## src/rtl/fetcher.sv

```systemverilog
// rtl/fetcher.sv - instruction fetch stage: PC, icache request, next-PC predict, IQ push
module fetcher #(
  parameter int              XLEN     = 32,
  parameter logic [XLEN-1:0] RESET_PC = '0
) (
  input  logic            clk,
  input  logic            rst,
  input  logic            rdy,
  input  logic            flush,
  input  logic [XLEN-1:0] flush_pc,
  output logic            fet_icache_en,
  output logic [XLEN-1:0] fet_icache_addr,
  input  logic            icache_ready,
  input  logic [31:0]     icache_inst,
  output logic [XLEN-1:0] fet_pc,
  input  logic            bp_pred,
  input  logic            iq_full,
  output logic            fet_iq_en,
  output logic [31:0]     fet_iq_inst,
  output logic [XLEN-1:0] fet_iq_pc,
  output logic            fet_iq_pred
);

  localparam logic [6:0] OP_BRANCH = 7'b1100011;
  localparam logic [6:0] OP_JAL    = 7'b1101111;

  typedef enum logic [1:0] {S_IDLE, S_WAIT, S_HOLD} state_t;

  state_t          r_state;
  state_t          w_state_nxt;

  logic [XLEN-1:0] r_pc;
  logic            r_icache_en;
  logic [XLEN-1:0] r_icache_addr;
  logic            r_iq_en;
  logic [31:0]     r_iq_inst;
  logic [XLEN-1:0] r_iq_pc;
  logic            r_iq_pred;
  logic [31:0]     r_buf_inst;
  logic [XLEN-1:0] r_buf_next_pc;
  logic            r_buf_pred;

  logic [6:0]      w_opcode;
  logic [XLEN-1:0] w_imm_b;
  logic [XLEN-1:0] w_imm_j;
  logic            w_pred;
  logic [XLEN-1:0] w_next_pc;

  logic [XLEN-1:0] w_pc_nxt;
  logic            w_icache_en_nxt;
  logic [XLEN-1:0] w_icache_addr_nxt;
  logic            w_iq_en_nxt;
  logic [31:0]     w_iq_inst_nxt;
  logic [XLEN-1:0] w_iq_pc_nxt;
  logic            w_iq_pred_nxt;
  logic [31:0]     w_buf_inst_nxt;
  logic [XLEN-1:0] w_buf_next_pc_nxt;
  logic            w_buf_pred_nxt;

  // Next-PC predecode of the returning instruction; bp_pred is for the current pc.
  always_comb begin
    w_opcode  = icache_inst[6:0];
    w_imm_b   = {{(XLEN-12){icache_inst[31]}}, icache_inst[7], icache_inst[30:25],
                 icache_inst[11:8], 1'b0};
    w_imm_j   = {{(XLEN-20){icache_inst[31]}}, icache_inst[19:12], icache_inst[20],
                 icache_inst[30:21], 1'b0};
    w_pred    = 1'b0;
    w_next_pc = r_pc + XLEN'(4);
    if (w_opcode == OP_BRANCH) begin
      w_pred = bp_pred;
      if (bp_pred) w_next_pc = r_pc + w_imm_b;
    end else if (w_opcode == OP_JAL) begin
      w_pred    = 1'b1;
      w_next_pc = r_pc + w_imm_j;
    end
  end

  always_ff @(posedge clk) begin
    if (rdy) begin
      if (rst) r_state <= S_IDLE;
      else     r_state <= w_state_nxt;
    end
  end

  always_comb begin
    w_state_nxt = r_state;
    if (flush) begin
      w_state_nxt = S_IDLE;
    end else begin
      case (r_state)
        S_IDLE:  w_state_nxt = S_WAIT;
        S_WAIT:  if (icache_ready) w_state_nxt = iq_full ? S_HOLD : S_IDLE;
        S_HOLD:  if (!iq_full) w_state_nxt = S_IDLE;
        default: w_state_nxt = S_IDLE;
      endcase
    end
  end

  // Next values of every registered output and of the HOLD buffer.
  always_comb begin
    w_pc_nxt          = r_pc;
    w_icache_en_nxt   = 1'b0;
    w_icache_addr_nxt = r_icache_addr;
    w_iq_en_nxt       = 1'b0;
    w_iq_inst_nxt     = r_iq_inst;
    w_iq_pc_nxt       = r_iq_pc;
    w_iq_pred_nxt     = r_iq_pred;
    w_buf_inst_nxt    = r_buf_inst;
    w_buf_next_pc_nxt = r_buf_next_pc;
    w_buf_pred_nxt    = r_buf_pred;
    if (flush) begin
      w_pc_nxt = flush_pc;
    end else begin
      case (r_state)
        S_IDLE: begin
          w_icache_en_nxt   = 1'b1;
          w_icache_addr_nxt = r_pc;
        end
        S_WAIT: begin
          if (icache_ready) begin
            if (!iq_full) begin
              w_iq_en_nxt   = 1'b1;
              w_iq_inst_nxt = icache_inst;
              w_iq_pc_nxt   = r_pc;
              w_iq_pred_nxt = w_pred;
              w_pc_nxt      = w_next_pc;
            end else begin
              w_buf_inst_nxt    = icache_inst;
              w_buf_next_pc_nxt = w_next_pc;
              w_buf_pred_nxt    = w_pred;
            end
          end
        end
        S_HOLD: begin
          if (!iq_full) begin
            w_iq_en_nxt   = 1'b1;
            w_iq_inst_nxt = r_buf_inst;
            w_iq_pc_nxt   = r_pc;
            w_iq_pred_nxt = r_buf_pred;
            w_pc_nxt      = r_buf_next_pc;
          end
        end
        default: ;
      endcase
    end
  end

  always_ff @(posedge clk) begin
    if (rdy) begin
      if (rst) begin
        r_pc          <= RESET_PC;
        r_icache_en   <= 1'b0;
        r_icache_addr <= '0;
        r_iq_en       <= 1'b0;
        r_iq_inst     <= '0;
        r_iq_pc       <= '0;
        r_iq_pred     <= 1'b0;
        r_buf_inst    <= '0;
        r_buf_next_pc <= '0;
        r_buf_pred    <= 1'b0;
      end else begin
        r_pc          <= w_pc_nxt;
        r_icache_en   <= w_icache_en_nxt;
        r_icache_addr <= w_icache_addr_nxt;
        r_iq_en       <= w_iq_en_nxt;
        r_iq_inst     <= w_iq_inst_nxt;
        r_iq_pc       <= w_iq_pc_nxt;
        r_iq_pred     <= w_iq_pred_nxt;
        r_buf_inst    <= w_buf_inst_nxt;
        r_buf_next_pc <= w_buf_next_pc_nxt;
        r_buf_pred    <= w_buf_pred_nxt;
      end
    end
  end

  assign fet_pc          = r_pc;
  assign fet_icache_en   = r_icache_en;
  assign fet_icache_addr = r_icache_addr;
  assign fet_iq_en       = r_iq_en;
  assign fet_iq_inst     = r_iq_inst;
  assign fet_iq_pc       = r_iq_pc;
  assign fet_iq_pred     = r_iq_pred;

endmodule
```

## config.mk

```make
export PLATFORM = sky130hd
export DESIGN_NAME = fetcher
export DESIGN_NICKNAME = d
export VERILOG_FILES = /design/src/rtl/fetcher.sv
export SDC_FILE = /design/constraint.sdc
export NUM_CORES = 1
export LEC_CHECK = 0
export CAP_MARGIN = 5
export CORE_ASPECT_RATIO = 0.8
export CORE_MARGIN = 2
export CORE_UTILIZATION = 55
export DETAILED_ROUTE_END_ITERATION = 10
export PLACE_DENSITY = 0.89
export SYNTH_ARGS = -nofsm -noshare
export SYNTH_HDL_FRONTEND = slang
export SYNTH_SLANG_ARGS = --single-unit
```

## constraint.sdc

```tcl
create_clock -name clk -period 6 [get_ports clk]
set_input_delay 0.9 -clock clk [delete_from_list [all_inputs] [get_ports clk]]
set_output_delay 0.9 -clock clk [all_outputs]
set_load 0.05 [all_outputs]
```

==> results of run 1 <==
==> final timing paths <==
kind	startpoint	endpoint	slack, ns
worst max-delay path	icache_inst[31]	fet_pc[31]$_SDFFCE_PP0P_	1.39
worst min-delay path	r_buf_next_pc[23]$_SDFFCE_PP0P_	fet_pc[23]$_SDFFCE_PP0P_	0.55
worst max register to register	fet_pc[24]$_SDFFCE_PP0P_	fet_pc[31]$_SDFFCE_PP0P_	1.95
worst min register to register	r_buf_next_pc[23]$_SDFFCE_PP0P_	fet_pc[23]$_SDFFCE_PP0P_	0.55
==> worst reg2reg max path: cells and delay by family (launching register included) <==
kind | cells | cell delay [ns]
xor+xnor | 1 | 0.26
fa+ha+maj | 1 | 0.49
compound gates | 6 | 2.32
simple gates | 2 | 0.13
flops | 1 | 0.60
==> layout make-up <==
cell class | instances | area, sq um
well taps | 306 | 383
multi-input cells | 962 | 6300
flip-flops and latches | 198 | 5950
clock buffers | 17 | 425
repair buffers | 220 | 2150
clock inverters | 15 | 236
inverters | 27 | 101
fillers | 1624 | 6960
==> through the flow <==
step,cell area [sq um],utilization
detailed placement,14900,0.661
floorplan,12600,-
global route,15500,0.690
CTS,15500,0.690
finish,15500,0.690
global placement,14900,0.661
==> report_power, final <==
group          leakage, nW  switching (mW)  internal (mW)
Sequential            1.91          0.0853           1.63
Combinational         3.57           0.690          0.375
Clock                0.318           0.658          0.627
Total                 5.79            1.43           2.63
==> metal layers <==
| layer | wire length [um] | up-vias | global-route usage |
|---|---|---|---|
| met5 | 0 | - | 0 |
| met4 | 920 | 0 | 0.0986 |
| met3 | 5320 | 80 | 0.0874 |
| met2 | 17900 | 809 | 0.497 |
| met1 | 16800 | 5352 | 0.483 |
| li1 | - | 5035 | - |
==> flip-flops by register name, indices dropped and copies added (netlist names) <==
| signal | cells |
|---|---|
| fet_icache_addr | 32 |
| fet_iq_inst | 32 |
| fet_iq_pc | 32 |
| fet_pc | 32 |
| r_buf_inst | 32 |
| r_buf_next_pc | 32 |
| r_state | 2 |
| fet_icache_en | 1 |
| fet_iq_en | 1 |
| fet_iq_pred | 1 |
| r_buf_pred | 1 |
==> cell families after synthesis <==
family	Yosys count	synth area share
compound gates	313	0.164
mux	79	0.0630
buf+inv	107	0.0331
xor+xnor	52	0.0361
simple gates	469	0.183
flops	198	0.471
fa+ha+maj	49	0.0498
==> cells in the final DEF, fill, tap and decap left out, drive strengths merged, types with 4 or more instances in the layout <==
| cell | n |
|---|---|
| a211oi | 16 |
| nor2 | 168 |
| nor3 | 30 |
| o21ai | 72 |
| a221oi | 7 |
| o2111ai | 4 |
| or3 | 10 |
| o31ai | 7 |
| and4 | 8 |
| and2 | 10 |
| nor2b | 68 |
| o21a | 9 |
| a31oi | 20 |
| nor4 | 8 |
| o311ai | 6 |
| clkdlybuf4s50 | 199 |
| edfxtp | 198 |
| and3 | 28 |
| clkinv | 7 |
| ha | 47 |
| mux2i | 76 |
| a21o | 20 |
| o21bai | 9 |
| o211ai | 7 |
| nand4 | 14 |
| o22ai | 5 |
| nand2 | 72 |
| a21boi | 5 |
| a21oi | 84 |
| xor2 | 24 |
| buf | 21 |
| nand3 | 34 |
| clkbuf | 17 |
| o211a | 7 |
| xnor2 | 28 |
| nand2b | 9 |
| o31a | 5 |
| o221ai | 10 |
| inv | 34 |
==> flow_summary.toml, run 1 <==
[die]
initial_utilization = 0.561
core.rowCount = 49
die-area_sq_mm = 0.0242
core_sq_mm = 0.0225
fp.dieH_um = 139
die_w_um = 173
ios = 202

[cts]
insertion_delay_ns = 0.46
h-tree-depth = 4
clk_pin_slew_ns = 0.09
root_buffer = "clkbuf_16"
cts_buffers = 17
postCtsSetupBuffers = 0
cts_tree = "built"
cts_hold_repair.buffers = 0
cts.sink_count = 198
clock_path_buffers = 2
cts.repair.resized = 0

[critical_path]
crit_slowest_cell = "a211oi_1"
cpPeakStageDelay_ns = 0.68
worstPathCellList = "clkdlybuf4s50_1, ha_1, a21oi_1, nor2_1, a211oi_1, a21oi_1, a211oi_1, o311ai_0, xor2_1, o2111ai_1, nand2_1"
critPathRequiredTime_ns = 6.21
start_kind = "primary input"
cp.arrival_ns = 4.82
critPathMaxFanout = 10
cp-end-kind = "flip-flop"
reg2reg_depth = 10
path_depth = 11
path_buf_inv = 1
cp_top_family = "compound AO/OA/AOI/OAI gates"
path_class = "primary input to flip-flop"

[yosys]
synthCells = 1267
yosysWarnings = 0
synth_nets = 1387
ys_seq_area_frac = 0.471
synth-main-ff-cell = "edfxtp_1"
yosysTopAreaCell = "edfxtp_1"
ys_ff_latch = 198
ys_types = 72
yosysTopAreaCellShare = 0.471
synth_edf_count = 198
syn_avg_cell_area_sq_um = 9.96
synth.area.top_cells = "edfxtp_1 47%, mux2i_1 6.0%, nor2_1 5.0%"
netlist_area_sq_mm = 0.0126
synth_common_cells = "198 x edfxtp_1, 167 x nor2_1, 83 x a21oi_1"
synth.most_common_cell = "edfxtp_1"
synthArstFlopShare = 0

[finish]
fin_cells = 1745
area_growth_syn_to_layout_pct = 23.1
drive_gt1_frac = 0.0528
num-nets-final = 1546
antenna_cells = 0

[status]
status = "finished clean"

[placement]
gp_congestion = 0.969
hpwlAfterDp_mm = 28.8
pre_cts_ws_ns = 1.06
numPortBuffers = 201
dpl.cell_count = 1713

[timing]
fmax_mhz = 217
skew_ns = 0.0170
slew_violations = 0
slew_headroom = 0.323
setup_violations = 0
tns_ns = 0
fin_crit_sh = 0.769
fin_ws_ns = 1.39
fin_hold_ws_ns = 0.548
min_period_ns = 4.61
tightest_slew_ns = 1.01
final_hold_viol_count = 0
grt_setup_unrepaired = "no"

[global_route]
grt_antenna_before_repair = 0
grt_max_degree = 79
grtUsageTotal = 0.334
grt_pass1_vias = 10636
grt_overflow = 0
grt_pass1_wl_mm = 62.3

[drt]
drcViolationCount = 0
ant_nets = 0
drt-total-wl_mm = 40.9
vias_per_cell = 6.46
vias = 11276
drt-wirelength-per-cell_um = 23.4
drtIter0Drc = 1555
first_pass_iters = 8

[power]
p_total_mw = 4.06
p_leak_nw = 5.79
ir_drop_v = 0.000157
p_per_area_mw_per_mm2 = 261

[flow_run]
drv_cap = 0

[min_path]
holdPathStages = 2
min_path_type = "flip-flop to flip-flop"
Power figures use the tool's default switching activity.
==> inputs of run 2 (changes only) <==
Clock period 6 ns to 4.65 ns, I/O delays scaled along.
==> flow_summary.toml, run 2 (synthesized netlist as in run 1, its figures left out) <==
[status]
status = "finished clean"

[global_route]
grtUsageTotal = 0.340
grt_overflow = 0
grt_max_degree = 77
grt_pass1_vias = 10707
grt_antenna_before_repair = 1
grt_pass1_wl_mm = 62.8

[timing]
setup_violations = 0
tightest_slew_ns = 0.985
slew_violations = 0
tns_ns = 0
fin_ws_ns = 0.540
fin_crit_sh = 0.884
grt_setup_unrepaired = "no"
min_period_ns = 4.11
fmax_mhz = 243
skew_ns = 0.0133
final_hold_viol_count = 0
slew_headroom = 0.336

[cts]
insertion_delay_ns = 0.46
cts_buffers = 17
clk_pin_slew_ns = 0.08
h-tree-depth = 4
cts.repair.resized = 0
clock_path_buffers = 2
root_buffer = "clkbuf_16"
cts_tree = "built"
postCtsSetupBuffers = 0
cts_hold_repair.buffers = 0
cts.sink_count = 198

[critical_path]
critPathMaxFanout = 13
cp.arrival_ns = 4.31
cp-end-kind = "flip-flop"
r2r_slack_ns = 0.77
path_class = "primary input to flip-flop"
critPathRequiredTime_ns = 4.85
start_kind = "primary input"

[die]
die_w_um = 173
initial_utilization = 0.561
core.rowCount = 49
fp.dieH_um = 139
die-area_sq_mm = 0.0242
ios = 202
core_sq_mm = 0.0225

[finish]
num-nets-final = 1570
area_growth_syn_to_layout_pct = 24.4
regArea_sq_mm = 0.00595
n_fill_cell = 1621
layout_commonest_cell = "clkdlybuf4s50_1"
multi_input_area_sq_mm = 0.00630
layout_common_cells = "199 x clkdlybuf4s50_1, 198 x edfxtp_1, 166 x nor2_1"
drive_gt1_frac = 0.0684

[drt]
ant_nets = 0
drt-wirelength-per-cell_um = 23.4
drt-total-wl_mm = 41.4
drcViolationCount = 0
vias_per_cell = 6.45
vias = 11413
first_pass_iters = 6
drtIter0Drc = 1670

[power]
p_total_mw = 5.19
ir_drop_v = 0.000194
p_per_area_mw_per_mm2 = 331
p_leak_nw = 5.90

[placement]
numPortBuffers = 201
gp_congestion = 1.02
hpwlAfterDp_mm = 30.0
pre_cts_ws_ns = 0.253

[min_path]
min_path_type = "flip-flop to flip-flop"

[flow_run]
drv_cap = 0
-- run 2: critical path, stage by stage --
cell	delay, ns
clkdlybuf4s50_1	0.57
ha_1	0.55
nand2_1	0.16
nor2_1	0.06
a211oi_1	0.61
a21oi_1	0.23
a211oi_1	0.57
o311ai_0	0.30
xor2_1	0.24
o2111ai_1	0.22
nand2_1	0.11
-- run 2: metrics by stage --
step | cell area, sq um | instances | util | hold slack, ns
floorplan | 12600 | 1267 | - | 0.509
global placement | 15100 | 1737 | 0.670 | 0.523
detailed placement | 15100 | 1737 | 0.670 | 0.538
CTS | 15700 | 1769 | 0.698 | 0.557
global route | 15700 | 1770 | 0.698 | 0.584
finish | 15700 | 1770 | 0.698 | 0.565
-- run 2: worst paths after layout --
| check | startpoint | endpoint | cells past startpoint |
|---|---|---|---|
| worst max-delay path | icache_inst[31] | fet_pc[31]$_SDFFCE_PP0P_ | 11 |
| worst min-delay path | r_buf_next_pc[19]$_SDFFCE_PP0P_ | fet_pc[19]$_SDFFCE_PP0P_ | 2 |
| worst min register to register | r_buf_next_pc[19]$_SDFFCE_PP0P_ | fet_pc[19]$_SDFFCE_PP0P_ | 2 |
| worst max register to register | fet_pc[24]$_SDFFCE_PP0P_ | fet_pc[31]$_SDFFCE_PP0P_ | 10 |
-- run 2: metal layers --
metal  vias to the layer above  wire length (um)  global-route usage
li1                       5103                 -                   -
met1                      5434             17500               0.509
met2                       802             17800               0.491
met3                        74              5140              0.0749
met4                         0               927               0.110
met5                         -                 0                   0
-- run 2: final cells by class --
class                   count  share of cell area
clock inverters            15              0.0133
flip-flops and latches    198               0.379
repair buffers            244               0.149
multi-input cells         962               0.401
inverters                  27             0.00645
clock buffers              17              0.0271
diodes                      1            0.000159
well taps                 306              0.0244
-- run 2: power by group --
part | switching [mW] | internal [mW] | leakage [nW]
combinational | 0.916 | 0.502 | 3.69
clock | 0.832 | 0.753 | 0.303
sequential | 0.0921 | 2.10 | 1.91
total | 1.84 | 3.35 | 5.90
